File: config.mk
export PLATFORM = sky130hd
export DESIGN_NAME = rst_sequencer
export DESIGN_NICKNAME = d
export VERILOG_FILES = /design/src/rtl/rst_sequencer.sv
export SDC_FILE = /design/constraint.sdc
export NUM_CORES = 1
export LEC_CHECK = 0
export BUFFER_PORTS_ARGS = -buffer_cell sky130_fd_sc_hd__buf_2
export CELL_PAD_IN_SITES_DETAIL_PLACEMENT = 1
export CELL_PAD_IN_SITES_GLOBAL_PLACEMENT = 1
export CORE_UTILIZATION = 41
export DETAILED_ROUTE_END_ITERATION = 16
export GPL_ROUTABILITY_DRIVEN = 0
export PLACE_DENSITY_LB_ADDON = 0.3
export SETUP_SLACK_MARGIN = 0.05
export SYNTH_ARGS = -nofsm -noshare
export SYNTH_HDL_FRONTEND = slang
export SYNTH_SLANG_ARGS = --single-unit
File: constraint.sdc
create_clock -name mem_clk -period 1.38 [get_ports mem_clk]
set_input_delay 0.276 -clock mem_clk [delete_from_list [all_inputs] [get_ports mem_clk]]
set_output_delay 0.276 -clock mem_clk [all_outputs]
set_load 0.02 [all_outputs]
File: src/rtl/rst_sequencer.sv
// Power-up / lock-loss reset sequencer in the mem_clk domain.
// Releases memory, then video (after SDRAM init), then USB; any lock loss restarts the sequence.
module rst_sequencer #(
    parameter int LOCK_STABLE_CYCLES = 1024,
    parameter int INIT_TIMEOUT       = 65536
) (
    input  logic       mem_clk,
    input  logic       reset,
    input  logic       locked_in,
    input  logic       mem_init_done,
    output logic       mem_rst,
    output logic       video_rst,
    output logic       usb_rst,
    output logic [2:0] seq_state,
    output logic [7:0] lock_loss_cnt,
    output logic       init_timeout
);

    localparam int STABLE_W  = ($clog2(LOCK_STABLE_CYCLES) > 0) ? $clog2(LOCK_STABLE_CYCLES) : 1;
    localparam int TIMEOUT_W = ($clog2(INIT_TIMEOUT) > 0) ? $clog2(INIT_TIMEOUT) : 1;
    localparam logic [STABLE_W-1:0]  STABLE_LAST  = STABLE_W'(LOCK_STABLE_CYCLES - 1);
    localparam logic [TIMEOUT_W-1:0] TIMEOUT_LAST = TIMEOUT_W'(INIT_TIMEOUT - 1);

    typedef enum logic [2:0] {
        ST_IDLE      = 3'd0,
        ST_WAIT_LOCK = 3'd1,
        ST_STABLE    = 3'd2,
        ST_REL_MEM   = 3'd3,
        ST_WAIT_INIT = 3'd4,
        ST_REL_VIDEO = 3'd5,
        ST_RUN       = 3'd6,
        ST_FAULT     = 3'd7
    } state_t;

    state_t                 state_r;
    state_t                 seq_next_s;
    state_t                 next_state_s;
    logic                   lock_meta_r;
    logic                   lock_sync_r;
    logic                   lock_s;
    logic                   lock_loss_s;
    logic [STABLE_W-1:0]    stable_cnt_r;
    logic [TIMEOUT_W-1:0]   timeout_cnt_r;
    logic [7:0]             lock_loss_cnt_r;
    logic                   init_timeout_r;
    logic                   timeout_set_s;
    logic [2:0]             rst_next_s;
    logic                   mem_rst_r;
    logic                   video_rst_r;
    logic                   usb_rst_r;

    // Reset levels {usb, video, mem} held while in a given state; later resets never drop before earlier ones.
    function automatic logic [2:0] resets_for(input state_t st);
        case (st)
            ST_REL_MEM,
            ST_WAIT_INIT: resets_for = 3'b110;
            ST_REL_VIDEO: resets_for = 3'b100;
            ST_RUN:       resets_for = 3'b000;
            default:      resets_for = 3'b111;
        endcase
    endfunction

    assign lock_s      = lock_sync_r;
    assign lock_loss_s = (state_r != ST_IDLE) && (state_r != ST_WAIT_LOCK) && !lock_s;

    // Two-flop synchronizer for the raw PLL lock.
    always_ff @(posedge mem_clk or posedge reset) begin
        if (reset) begin
            lock_meta_r <= 1'b0;
            lock_sync_r <= 1'b0;
        end else begin
            lock_meta_r <= locked_in;
            lock_sync_r <= lock_meta_r;
        end
    end

    // State register.
    always_ff @(posedge mem_clk or posedge reset) begin
        if (reset) begin
            state_r <= ST_IDLE;
        end else begin
            state_r <= next_state_s;
        end
    end

    // Next-state logic; lock loss overrides every sequencing decision.
    always_comb begin
        seq_next_s   = state_r;
        next_state_s = state_r;
        case (state_r)
            ST_IDLE:      seq_next_s = ST_WAIT_LOCK;
            ST_WAIT_LOCK: seq_next_s = lock_s ? ST_STABLE : ST_WAIT_LOCK;
            ST_STABLE:    seq_next_s = (stable_cnt_r == STABLE_LAST) ? ST_REL_MEM : ST_STABLE;
            ST_REL_MEM:   seq_next_s = ST_WAIT_INIT;
            ST_WAIT_INIT: begin
                if (mem_init_done) begin
                    seq_next_s = ST_REL_VIDEO;
                end else if (timeout_cnt_r == TIMEOUT_LAST) begin
                    seq_next_s = ST_FAULT;
                end else begin
                    seq_next_s = ST_WAIT_INIT;
                end
            end
            ST_REL_VIDEO: seq_next_s = ST_RUN;
            ST_RUN:       seq_next_s = ST_RUN;
            ST_FAULT:     seq_next_s = ST_FAULT;
            default:      seq_next_s = ST_IDLE;
        endcase
        if (lock_loss_s) begin
            next_state_s = ST_WAIT_LOCK;
        end else begin
            next_state_s = seq_next_s;
        end
    end

    // Output decode from the next state so the registered resets change on the transition edge.
    always_comb begin
        rst_next_s    = resets_for(next_state_s);
        timeout_set_s = (next_state_s == ST_FAULT);
    end

    // Registered reset outputs and sticky timeout flag.
    always_ff @(posedge mem_clk or posedge reset) begin
        if (reset) begin
            usb_rst_r      <= 1'b1;
            video_rst_r    <= 1'b1;
            mem_rst_r      <= 1'b1;
            init_timeout_r <= 1'b0;
        end else begin
            {usb_rst_r, video_rst_r, mem_rst_r} <= rst_next_s;
            if (timeout_set_s) begin
                init_timeout_r <= 1'b1;
            end
        end
    end

    // Lock-stable and init-timeout counters; each runs only in its own state.
    always_ff @(posedge mem_clk or posedge reset) begin
        if (reset) begin
            stable_cnt_r  <= '0;
            timeout_cnt_r <= '0;
        end else begin
            if ((state_r == ST_STABLE) && lock_s) begin
                stable_cnt_r <= stable_cnt_r + STABLE_W'(1);
            end else begin
                stable_cnt_r <= '0;
            end
            if (state_r == ST_WAIT_INIT) begin
                timeout_cnt_r <= timeout_cnt_r + TIMEOUT_W'(1);
            end else begin
                timeout_cnt_r <= '0;
            end
        end
    end

    // Saturating lock-loss event counter.
    always_ff @(posedge mem_clk or posedge reset) begin
        if (reset) begin
            lock_loss_cnt_r <= 8'd0;
        end else if (lock_loss_s && (lock_loss_cnt_r != 8'd255)) begin
            lock_loss_cnt_r <= lock_loss_cnt_r + 8'd1;
        end
    end

    assign mem_rst       = mem_rst_r;
    assign video_rst     = video_rst_r;
    assign usb_rst       = usb_rst_r;
    assign seq_state     = state_r;
    assign lock_loss_cnt = lock_loss_cnt_r;
    assign init_timeout  = init_timeout_r;

endmodule

# After elaboration in Yosys (flattened, before gate mapping)
# Index checks and enable logic that the tools add are counted.
# word_totals
ff_bits	43
latch_bits	0
ram_bits	0
romBits	0
input_bits	4
out_inout_bits	15
elab_cells	47
memories	0
# classes
n_addsub	3
n_mul	0
div	0
magnitude_cmp	0
eq_ne	16
shifts	0
n_mux	9
bitwise_logic	0
reduce_logical	9
# op_table
op	n
$eq 3x3->1 const B	8
$pmux 3 s7	1
$add 16x1->16 const B	1
$eq 16x16->1 const B	1
$mux 16	1
$add 10x1->10 const B	1
$eq 10x10->1 const B	1
$mux 10	1
$eq 3x2->1 const B	3
$pmux 3 s3	1
$add 8x1->8 const B	1
$ne 8x8->1 const B	1
$mux 2	3
$logic_and 1x1->1	4
$reduce_or 2->1	2
$eq 3x1->1 const B	1
$logic_not 3->1	1
$mux 3	1
$ne 3x1->1 const B	1
$reduce_bool 3->1	1
$logic_not 1->1	1
$mux 1	1

# Depth between registers and ports, before layout
# Gate-level depths: netlist of the first run.
# depth
word_depth	8
depth_mapped	6
ltp_nobuf	6

# Least setup slack after synthesis of the first run
# OpenSTA, ideal clock, no wires.
# synth_path
kind	flip-flop to flip-flop
from	register lock_loss_cnt_r[2], in the netlist lock_loss_cnt[2]
to	register lock_loss_cnt_r[1], in the netlist lock_loss_cnt[1]
setup_time_ps	125
arrival_ps	1499
t_required_ps	1255
slack_ps	-244
stages_incl_launch_ff	5
path_buffers	0
synth_period_minus_slack_ps	1624
cell_sequence	dfrtp_1 and4_1 and3_1 a21oi_2 mux2_2
# synth_between
elab_chain_cells	2
# synth_rtl
element	line_no	source
from (decl)	44	logic [7:0] lock_loss_cnt_r;
from (signal assigned)	161	lock_loss_cnt_r <= lock_loss_cnt_r + 8'd1;
$ne 8x8->1	160	end else if (lock_loss_s && (lock_loss_cnt_r != 8'd255)) begin
$logic_and 1x1->1	160	
# No other way between the ends.
# A chain may end at the register's enable or synchronous reset.

# Worst setup path in the final report of the first run
# layout_path
from	register lock_loss_cnt_r[3], in the netlist lock_loss_cnt[3]
to	register lock_loss_cnt_r[3], in the netlist lock_loss_cnt[3]
# layout_between
elab_chain_cells	2
word_cells_on_any_way	3
cone_classes	add/sub: 1; eq/ne: 1; reduce/logical: 1
# layout_rtl
element
branches (longest 2 deep; another with $add 8x1->8)
# Several ways; the timed one is not identified.

==> results of run 1 <==
[area by class of cell]
cell class | count | area (um^2)
clock buffers | 6 | 72.6
clock inverters | 2 | 60.1
fillers | 452 | 1480
inverters | 6 | 22.5
multi-input cells | 127 | 1130
flip-flops and latches | 43 | 1090
well taps | 52 | 65.1
repair buffers | 68 | 563
[final timing paths]
check,start,to,slack [ns],cells after the start
max,lock_loss_cnt[3]$_DFFE_PP0P_,lock_loss_cnt[3]$_DFFE_PP0P_,-0.19,5
min,reset,seq_state[1]$_DFF_PP0_,0.01,3
max reg2reg,lock_loss_cnt[3]$_DFFE_PP0P_,lock_loss_cnt[3]$_DFFE_PP0P_,-0.19,5
min reg2reg,lock_meta_r$_DFF_PP0_,lock_s$_DFF_PP0_,0.39,0
max in group asynchronous,reset,video_rst$_DFF_PP1_,1.11,3
min in group mem_clk,locked_in,lock_meta_r$_DFF_PP0_,0.08,1
[power breakdown]
group | leakage [uW] | switching (uW) | internal [uW]
sequential | 0.000561 | 102 | 1390
combinational | 0.000703 | 544 | 441
clock | 0.0000654 | 475 | 724
[cell families after synthesis]
kind of cell	after synthesis	synth area share [%]
multiplexers	1	0.575
AO/OA/AOI/OAI	17	5.81
XOR/XNOR	28	12.5
AND/OR/NAND/NOR	78	22.2
buffers and inverters	9	1.79
adder cells (fa/ha/maj)	3	1.92
flip-flops	43	55.1
[state kept, by name (all words and copies together) (netlist names)]
signal and flops:
lock_meta_r 1, timeout_cnt_r 16, lock_s 1, usb_rst 1
stable_cnt_r 10, init_timeout 1, lock_loss_cnt 8, seq_state 3
video_rst 1, mem_rst 1
[per-stage QoR]
| step | instance area (um^2) | hold slack [ns] |
|---|---|---|
| after floorplan | 2030 | 0.307 |
| after global placement | 2430 | 0.333 |
| after detailed placement | 2430 | 0.359 |
| after CTS | 2760 | 0.0268 |
| after global routing | 3000 | 0.0388 |
| final | 3000 | 0.00993 |
[placed cells by master (no fill, tap or decap), drive strengths merged, types with 3 or more instances in the layout]
master | Yosys | final
or3 | 3 | 3
ha | 3 | 3
nand3 | 13 | 13
and3 | 6 | 6
xor2 | 18 | 18
o21ai | 5 | 5
inv | 6 | 6
and4 | 4 | 4
xnor2 | 10 | 10
dfstp | 3 | 3
dfrtp | 40 | 40
nor2 | 27 | 27
nand4 | 7 | 7
a21oi | 5 | 5
nand2 | 10 | 10
buf | 1 | 68
clkbuf | 2 | 6
[what timing repair did]
item,in CTS,in global routing
gates resized for setup,40,40
setup endpoints to repair,25,36
buffers inserted,6,10
gates cloned,1,0
pin swaps,14,26
[per-layer routing]
layer | global-route usage (%) | up-vias | wire, um
li1 | - | 749 | -
met1 | 27.5 | 865 | 2530
met2 | 44.0 | 30 | 3890
met3 | 5.84 | 14 | 190
met4 | 8.00 | 0 | 137
met5 | 0 | - | 0
[worst max-delay path, cell delays in order (launching register included)]
cell and delay [ns]:
dfrtp_2 0.44, and4_4 0.18, and3_4 0.20, a21oi_4 0.24, nand4_1 0.17, xnor2_1 0.24
==> key figures, run 1 <==
Status
  • Status: finished with violations
  • Violated checks: design-rule violations, negative setup slack

Timing
  • Worst setup margin: -0.190 ns
  • Fin Setup TNS: -1.81 ns
  • Unrepaired setup endpoints after global routing: true
  • Worst slew pin tran: 0.460 ns
  • Fmax: 0.637 GHz
  • Relative slew slack: 69.3%
  • Post-route clock period utilization: 114%
  • Worst Skew: 0.0145 ns
  • Final Hold Violating Endpoints: 0
  • Max Slew Vio Count: 0
  • Min cycle time layout: 1.57 ns
  • Setup Viol. Count Final: 20

Worst hold path
  • Hold/Removal Path Class: primary input to async pin

Die
  • Die H: 71.1 um
  • Row cnt: 24
  • Starting density of the core: 43.8%
  • Die area: 5060 um^2
  • Core region area: 4470 um^2
  • Chip width: 71.1 um
  • Io pins: 19

Routing
  • Routed via count: 1,658
  • DR pass1 iterations: 10
  • Drt via density: 5.45
  • DR DRC count: 2
  • Post-DR wirelength/cell: 22.2 um
  • Final WL: 6.75 mm
  • DRT antenna net count: 0
  • Iteration-0 DRC count of the detailed router: 64

Clock tree
  • Clock Path Buffers: 2
  • CTS Buf Count: 5
  • Root Buffer: clkbuf_8
  • Clk sinks: 43
  • H-tree Lvls: 2
  • Hold_buf cts: 0
  • Worst-skew pair later-pin latency: 0.31 ns
  • CTS tree: done
  • Clk slew on worst S/H paths: 0.09 ns

Place
  • DP HPWL: 3.25 mm
  • Pre-CTS setup slack: -0.0998 ns
  • Cells after DPL: 282
  • Port bufs: 18

Synth
  • Ys flop type: dfrtp_1
  • Yosys top cell area share: 51.1%
  • Ys Warns: 0
  • Seq cells post-synth: 43
  • Ys async rst share: 100%
  • Synth cell count leaders: dfrtp_1 (40), nor2_1 (27), xor2_1 (18)
  • Count leader, synth: dfrtp_1
  • Cell variety after synth: 36
  • Dominant cell type by area after synthesis: dfrtp_1
  • Area contributors post-synth: dfrtp_1 (51%), xor2_1 (8.1%), nor2_1 (5.2%)
  • Seq/Total Area, Yosys: 55.1%
  • Post-synthesis average cell area: 10.9 um^2
  • Synthesized Nets: 186
  • Mapped cell area: 1960 um^2
  • Post-synth EDFFs: 0
  • Gate Count Post-Synth: 179

Setup path
  • Nature of the critical path endpoint: register
  • WS Path Type: register to register
  • CP required: 1.60 ns
  • Critical path startpoint category: register
  • CP max FO: 5
  • Worst Path Arrival: 1.79 ns

GRT
  • Largest net degree at the start of global routing: 44
  • Vias in the first global route: 1,836
  • Total congestion overflow: 0
  • First-pass GRT wire length: 9.17 mm
  • Initial antenna violation count: 0
  • GRT Total Usage: 24.0%

Pwr
  • Leakage power total: 0.00133 uW
  • Total power: 3670 uW
  • Pwr per Cell Area: 1220 nW/um^2
  • Max rail drop VDD: 0.000866 V

Layout
  • Share of cells above drive strength 1: 53.6%
  • Non-Filler Instances: 304
  • Final #Nets: 258
  • ANT cells: 0
  • Area Growth Syn to Fin: 53.1%
  • Core Util, Final: 67.0%

Flow run
  • Max-cap violations: 0
(Power assumes the default switching activity.)
==> inputs of run 2 (changes only) <==
SKIP_LAST_GASP = 1   (was default)
==> key figures, run 2 (synthesis results as in run 1) <==
Setup path
  • R2R Setup Slk: -0.20 ns
  • Reg2reg path depth: 6
  • Worst-path cell chain: ha_4 -> nand3_4 -> nor3_4 -> nand4_1 -> and3_1 -> o21ai_2
  • Delay of the slowest cell on the worst path: 0.43 ns
  • Worst reg2reg startpoint: timeout_cnt_r[1]$_DFF_PP0_
  • Slowest CP cell: dfrtp_1
  • CP required: 1.62 ns
  • Critical path's top delay family: simple AND/OR/NAND/NOR gates
  • WS Path Type: register to register
  • Critical path startpoint category: register
  • CP max FO: 4
  • Worst path buffer plus inverter count: 0
  • Reg-to-reg endpoint: video_rst$_DFF_PP1_
  • Worst Path Arrival: 1.82 ns
  • Nature of the critical path endpoint: register

GRT
  • Vias in the first global route: 1,776
  • Largest net degree at the start of global routing: 44
  • Total congestion overflow: 0
  • GRT Total Usage: 23.2%
  • Initial antenna violation count: 0
  • First-pass GRT wire length: 8.79 mm

Layout
  • Area Growth Syn to Fin: 51.0%
  • Final #Nets: 258
  • Most frequent cells in the layout: buf_4 (41), dfrtp_1 (34), nor2_1 (17)
  • Commonest non-fill, non-tap cell in the layout: buf_4
  • ANT cells: 0
  • Max reg flops: 16
  • Biggest register: timeout_cnt_r
  • Core Util, Final: 66.1%
  • Final Instance Area: 2960 um^2
  • Share of cells above drive strength 1: 52.0%

Timing
  • Max Slew Vio Count: 0
  • Unrepaired setup endpoints after global routing: true
  • Fmax: 0.633 GHz
  • Relative slew slack: 65.3%
  • Min cycle time layout: 1.58 ns
  • Final Hold Violating Endpoints: 0
  • Setup Viol. Count Final: 21
  • Post-route clock period utilization: 114%
  • Worst Skew: 0.0156 ns
  • Worst setup margin: -0.200 ns
  • Worst slew pin tran: 0.519 ns

Routing
  • DR DRC count: 0
  • Iteration-0 DRC count of the detailed router: 111
  • DR pass1 iterations: 6
  • Post-DR wirelength/cell: 20.7 um
  • Final WL: 6.31 mm
  • Routed via count: 1,649
  • Drt via density: 5.42
  • DRT antenna net count: 0

Die
  • Die H: 71.1 um
  • Starting density of the core: 43.8%
  • Die area: 5060 um^2
  • Io pins: 19
  • Core region area: 4470 um^2
  • Chip width: 71.1 um
  • Row cnt: 24

Clock tree
  • CTS tree: done
  • Worst-skew pair later-pin latency: 0.32 ns
  • Clk slew on worst S/H paths: 0.10 ns
  • Hold_buf cts: 0
  • Root Buffer: clkbuf_8
  • Clk sinks: 43
  • H-tree Lvls: 2
  • CTS Buf Count: 5
  • Clock Path Buffers: 2

Pwr
  • Pwr per Cell Area: 1230 nW/um^2
  • Leakage power total: 0.00131 uW
  • Max rail drop VDD: 0.000946 V

Flow run
  • Max-cap violations: 0

Place
  • Pre-CTS setup slack: -0.0998 ns
  • DP HPWL: 3.25 mm
  • Port bufs: 18
  • Placed cell area: 2430 um^2

Worst hold path
  • Hold/Removal Path Class: primary input to async pin

Status
  • Violated checks: negative setup slack
  • Status: finished with violations
==> run 2: cell counts in the layout (fill, tap and decap cells not counted) <==
Identical to the previous run, type by type.
==> run 2: worst reg2reg max path, cell delays in order (launching register included) <==
cell     delay [ns]
dfrtp_1        0.43
ha_4           0.18
nand3_4        0.10
nor3_4         0.22
nand4_1        0.18
and3_1         0.23
o21ai_2        0.17
==> run 2: how the worst max path moves through the flow <==
| stage | startpoint | end | slack (ns) | cells after the start |
|---|---|---|---|---|
| floorplan | lock_loss_cnt[4]$_DFFE_PP0P_ | lock_loss_cnt[1]$_DFFE_PP0P_ | -0.08 | 4 |
| global placement | seq_state[2]$_DFF_PP0_ | mem_rst$_DFF_PP1_ | -0.05 | 5 |
| detailed placement | seq_state[2]$_DFF_PP0_ | mem_rst$_DFF_PP1_ | -0.1 | 5 |
| CTS | timeout_cnt_r[1]$_DFF_PP0_ | timeout_cnt_r[14]$_DFF_PP0_ | -0.07 | 7 |
| global route | timeout_cnt_r[1]$_DFF_PP0_ | timeout_cnt_r[12]$_DFF_PP0_ | -0.30 | 7 |
| finish | timeout_cnt_r[1]$_DFF_PP0_ | video_rst$_DFF_PP1_ | -0.20 | 6 |
==> run 2: per-layer routing <==
| metal | global-route usage (%) | vias up | wire length [um] |
|---|---|---|---|
| li1 | - | 755 | - |
| met4 | 6.00 | 0 | 82 |
| met3 | 5.70 | 8 | 125 |
| met2 | 43.1 | 27 | 3570 |
| met1 | 26.7 | 859 | 2530 |
| met5 | 0 | - | 0 |
==> run 2: metrics by stage <==
stage | hold WS, ns | std cells | setup TNS [ns] | power [uW]
after floorplan | 0.307 | 179 | -0.346 | 1900
after global placement | 0.333 | 282 | -0.153 | 2170
after detailed placement | 0.359 | 282 | -0.676 | 2220
after CTS | 0.0268 | 297 | -0.451 | 3470
after global routing | 0.0454 | 304 | -3.65 | 3770
final | 0.0124 | 304 | -2.09 | 3630
==> run 2: repair_timing <==
action                     in CTS  in global routing
cloned                          1                  0
pin swaps                      11                 20
setup endpoints to repair      25                 38
resized for setup              25                 47
setup buffers                   6                  9
==> run 2: power breakdown <==
part           internal (uW)  total (uW)  switching (uW)
registers               1390        1480            97.4
logic                    444         952             508
clock network            724        1200             472
==> run 2: layout make-up <==
class / count / area, um^2
clock buffer: 6 / 72.6
fill: 470 / 1520
multi-input combinational: 127 / 1090
tap: 52 / 65.1
timing repair buffer: 68 / 558
inverter: 6 / 22.5
clock inverter: 2 / 60.1
sequential: 43 / 1090
